===== config.mk =====
export PLATFORM = sky130hd
export DESIGN_NAME = lattice_scanner
export DESIGN_NICKNAME = d
export VERILOG_FILES = /design/src/rtl/lattice_scanner.sv
export SDC_FILE = /design/constraint.sdc
export NUM_CORES = 1
export LEC_CHECK = 0
export CAP_MARGIN = 20
export CELL_PAD_IN_SITES_DETAIL_PLACEMENT = 1
export CELL_PAD_IN_SITES_GLOBAL_PLACEMENT = 1
export CORE_MARGIN = 4
export CORE_UTILIZATION = 34
export CTS_BUF_LIST = sky130_fd_sc_hd__clkbuf_16
export DETAILED_ROUTE_END_ITERATION = 10
export GPL_TIMING_DRIVEN = 1
export PLACE_DENSITY_LB_ADDON = 0.1
export RECOVER_POWER = 50
export REMOVE_ABC_BUFFERS = 1
export SLEW_MARGIN = 20
export SYNTH_ARGS = -nofsm -noshare
export SYNTH_HDL_FRONTEND = slang
export SYNTH_SLANG_ARGS = --single-unit

===== constraint.sdc =====
create_clock -name clk -period 1.87 [get_ports clk]
set_input_delay 0.187 -clock clk [delete_from_list [all_inputs] [get_ports clk]]
set_output_delay 0.187 -clock clk [all_outputs]
set_load 0.05 [all_outputs]

===== src/rtl/lattice_scanner.sv =====
`default_nettype none
// ============================================================================
// lattice_scanner : raster-scans an FHP lattice memory into a VGA pixel buffer
// Revision 1.0
// ============================================================================
module lattice_scanner #(
  parameter int LAT_W    = 160,
  parameter int LAT_H    = 120,
  parameter int ADDR_W   = 15,
  parameter int READ_LAT = 2
) (
  input  logic              clk,
  input  logic              reset_n,
  input  logic              start,
  output logic [ADDR_W-1:0] cell_addr,
  input  logic [5:0]        cell_rdata,
  output logic [5:0]        cell_state,
  output logic [9:0]        pix_x,
  output logic [8:0]        pix_y,
  output logic              pix_write,
  input  logic              pix_waitrequest,
  output logic              busy,
  output logic              frame_done
);

  localparam int LAT_CW = (READ_LAT > 1) ? $clog2(READ_LAT) : 1;
  localparam logic [9:0]        X_LAST   = 10'(LAT_W - 1);
  localparam logic [8:0]        Y_LAST   = 9'(LAT_H - 1);
  localparam logic [LAT_CW-1:0] LAT_LAST = LAT_CW'(READ_LAT - 1);

  typedef enum logic [2:0] {
    ST_IDLE  = 3'd0,
    ST_ADDR  = 3'd1,
    ST_WAIT  = 3'd2,
    ST_WRITE = 3'd3,
    ST_DONE  = 3'd4
  } state_t;

  state_t              state_q, state_d;
  logic [9:0]          x_q, x_d;
  logic [8:0]          y_q, y_d;
  logic [LAT_CW-1:0]   lat_q, lat_d;
  logic [ADDR_W-1:0]   addr_q, addr_d;
  logic [5:0]          cstate_q, cstate_d;

  always_ff @(posedge clk or negedge reset_n) begin
    if (!reset_n) begin
      state_q  <= ST_IDLE;
      x_q      <= '0;
      y_q      <= '0;
      lat_q    <= '0;
      addr_q   <= '0;
      cstate_q <= '0;
    end else begin
      state_q  <= state_d;
      x_q      <= x_d;
      y_q      <= y_d;
      lat_q    <= lat_d;
      addr_q   <= addr_d;
      cstate_q <= cstate_d;
    end
  end

  // Raster order makes y*LAT_W+x a plain running count, so the address
  // advances by one per accepted write instead of needing a multiplier.
  always_comb begin
    state_d  = state_q;
    x_d      = x_q;
    y_d      = y_q;
    lat_d    = lat_q;
    addr_d   = addr_q;
    cstate_d = cstate_q;
    case (state_q)
      ST_IDLE: begin
        if (start) begin
          state_d = ST_ADDR;
          x_d     = '0;
          y_d     = '0;
          addr_d  = '0;
        end
      end
      ST_ADDR: begin
        lat_d   = '0;
        state_d = ST_WAIT;
      end
      ST_WAIT: begin
        if (lat_q == LAT_LAST) begin
          cstate_d = cell_rdata;
          state_d  = ST_WRITE;
        end else begin
          lat_d = lat_q + LAT_CW'(1);
        end
      end
      ST_WRITE: begin
        if (!pix_waitrequest) begin
          if (x_q != X_LAST) begin
            x_d     = x_q + 10'd1;
            addr_d  = addr_q + ADDR_W'(1);
            state_d = ST_ADDR;
          end else if (y_q != Y_LAST) begin
            x_d     = '0;
            y_d     = y_q + 9'd1;
            addr_d  = addr_q + ADDR_W'(1);
            state_d = ST_ADDR;
          end else begin
            state_d = ST_DONE;
          end
        end
      end
      ST_DONE: state_d = ST_IDLE;
      default: state_d = ST_IDLE;
    endcase
  end

  assign cell_addr  = addr_q;
  assign cell_state = cstate_q;
  assign pix_x      = x_q;
  assign pix_y      = y_q;
  assign pix_write  = (state_q == ST_WRITE);
  assign busy       = (state_q != ST_IDLE);
  assign frame_done = (state_q == ST_DONE);

endmodule
`default_nettype wire


==> summary.md, run 1 <==
| Metric | Value |
|---|---|
| Setup crit end kind | `flop` |
| Failing checks | `setup timing` |
| Met2 wire length | `3920 um` |
| Clock Skews | `0.0103 ns` |
| Initial antenna violation count | `0` |
| DPL Wire Length | `5250 um` |
| Bufs on Longest Clock Path | `2` |
| Total Nets Final | `364` |
| RSZ-0062 raised after global routing | `true` |
| Highest metal used | `met4` |
| Setup TNS | `-0.0800 ns` |
| Worst Path Arrival | `2.13 ns` |
| Most frequent cells in the layout | `buf_4, dfrtp_1, clkdlybuf4s50_1` |
| EDFF count, synth | `0` |
| Port Buffers | `52` |
| DRT Wirelength | `7680 um` |
| Area Growth Syn to Fin | `65.4%` |
| Area share of the largest cell type after synthesis | `48.2%` |
| Post-synthesis sequential area ratio | `48.2%` |
| Design Area, Final | `3780 sq um` |
| Largest net degree at the start of global routing | `23` |
| Period minus WS final | `1.90 ns` |
| Final Hold Fails | `0` |
| Mapped cell area | `2290 sq um` |
| Die area | `8100 sq um` |
| FP Rows | `29` |
| ANT nets after route | `0` |
| Power per cell area | `1310 nW/um^2` |
| Gr usage total | `18.6%` |
| Initial Util | `35.6%` |
| Worst-Margin Slew | `1.32 ns` |
| Final Max Slew Viols | `0` |
| Worst min-delay path class | `flop to flop` |
| Die Wd | `90.0 um` |
| Total grt overflow | `0` |
| IO Count | `53` |
| ANT cells | `0` |
| First-pass GRT wire length | `12400 um` |
| Slew HR | `12.2%` |
| Max_cap viols | `0` |
| Clk sink count | `44` |
| Post-Route M1 WL | `3400 um` |
| Number of global-route vias before repair | `2567` |
| Worst EP required | `2.10 ns` |
| WL met3 | `193 um` |
| Chip height | `90.0 um` |
| CP startpoint kind | `flop` |
| CP Class | `flop to flop` |
| Clk_lat worst skew | `0.29 ns` |
| Top FF cell, synth | `dfrtp_1` |
| CTS tree | `yes` |
| Fin worst setup slack | `-0.0289 ns` |
| Most common cell after layout, fill and taps aside | `buf_4` |
| Setup-failing EPs final | `4` |
| Core Box Area | `6420 sq um` |
| Crit-path max FO | `6` |
| Clock slew at reported path FFs | `0.07 ns` |
| CTS root buf | `clkbuf_16` |
| DRT Pass-1 Iters | `4` |
| Synth Warn # | `0` |
| DP Area | `3290 sq um` |
| H-tree levels | `2` |
| Yosys top cell by area | `dfrtp_1` |
| Yosys reg bits | `44` |
| Leak | `1.66 nW` |
| Netlist cell types | `48` |
| DR WL/cell | `17.9 um` |
| Status | `complete, but fails checks` |
| Initial DRC Count | `57` |
| Final period util | `102%` |
| Max Fclk | `527 MHz` |
| Via/cell ratio | `5.38` |
| Syn avg cell area | `9.73 sq um` |
| Area contributors post-synth | `dfrtp_1, a21oi_1, mux2_2` |
| Worst VDD drop | `0.719 mV` |
| GP Congestion | `0.788` |
| Post-route DRC | `0` |
| Asr flop ratio synth | `100%` |
| Synth Instances | `235` |
| Cts bufs inserted | `5` |
| Vias | `2308` |
| Layout fillers | `692` |
| Layout cells sized above 1 | `36.4%` |
| R2R Setup Slk | `-0.03 ns` |
[worst max-delay path, cell delays in order, from the launching register on]
cell and delay (ns):
dfrtp_2 0.44, or4b_4 0.57, nand2_4 0.11, o211ai_4 0.08
buf_6 0.14, or3_4 0.36, a21oi_2 0.13
[repair_timing]
item | CTS | global route
hold buffers | 1 | 0
pin swaps | 10 | 20
endpoints found under the hold margin | 20 | 0
gates resized for setup | 7 | 52
endpoints found under the setup margin | 21 | 32
buffers inserted | 2 | 7
gates cloned | 1 | 0
[synthesized netlist by cell type (5+ instances only)]
cell,count
nand2_1,17
xnor2_1,7
nor4_1,6
a21oi_1,14
dfrtp_1,44
and3_1,6
nand3_1,13
mux2_2,6
inv_1,6
o21ai_1,12
xor2_1,5
clkbuf_1,6
o211ai_1,5
nor2_1,17
or3_1,10
o21ai_0,12
nand4_1,6
[final timing paths]
| path | startpoint | end | depth (start not counted) |
|---|---|---|---|
| max | state_q[0] | cell_addr[8] | 6 |
| min | cell_state[1] | cell_state[1] | 1 |
| max reg2reg | state_q[0] | cell_addr[8] | 6 |
| min reg2reg | cell_state[1] | cell_state[1] | 1 |
| max in group asynchronous | reset_n | state_q[0] | 2 |
| min in group asynchronous | reset_n | cell_addr[10] | 2 |
[kinds of logic after synthesis]
kind of cell,share of synthesized area (%)
simple gates,23.5
buf+inv,3.56
flops,48.2
mux,2.96
fa+ha+maj,1.64
xor+xnor,4.60
compound gates,15.5
[state kept, by name (all words and copies together) (netlist names)]
| register | flops |
|---|---|
| cell_state | 6 |
| pix_y | 9 |
| cell_addr | 15 |
| state_q | 3 |
| lat_q | 1 |
| pix_x | 10 |
[cell type report]
class / instances / area [sq um] / area share [%]
Clock buffer: 5 / 125 / 3.31
Clock inverter: 3 / 42.5 / 1.13
Inverter: 6 / 22.5 / 0.596
Multi-Input combinational cell: 174 / 1300 / 34.5
Sequential cell: 44 / 1100 / 29.2
Tap cell: 77 / 96.3 / 2.55
Timing Repair Buffer: 120 / 1090 / 28.8
[power breakdown]
group          leakage, nW  internal [mW]  total [mW]  switching [mW]
logic                 1.00           1.06        2.61            1.56
clock network       0.0814          0.629        1.02           0.395
registers            0.580           1.16        1.33           0.169
total                 1.66           2.84        4.96            2.12
[metal layers]
| layer | GRT usage, % | vias up |
|---|---|---|
| met4 | 5.74 | 0 |
| met2 | 31.5 | 42 |
| met3 | 3.51 | 11 |
| met5 | 0 | - |
| met1 | 24.2 | 1160 |
| li1 | - | 1095 |
[metrics by stage]
stage	std cells	util, %	total power [mW]	setup WS (ns)	hold WS, ns
after CTS	422	54.6	4.76	-0.0348	0.422
after detailed placement	410	51.2	3.70	-0.242	0.200
after global routing	429	58.9	5.23	-0.112	0.511
after floorplan	224	-	2.61	-0.739	-0.109
after global placement	410	51.2	3.63	-0.161	0.196
final	429	58.9	4.96	-0.0289	0.505
Note: power is estimated with default switching activity, not from simulation.
==> run 2: changes to the inputs <==
- CTS_CLUSTER_DIAMETER: unset -> 200
==> results of run 2 <==
Final layout, timing and power as in run 1 (identical DEF).
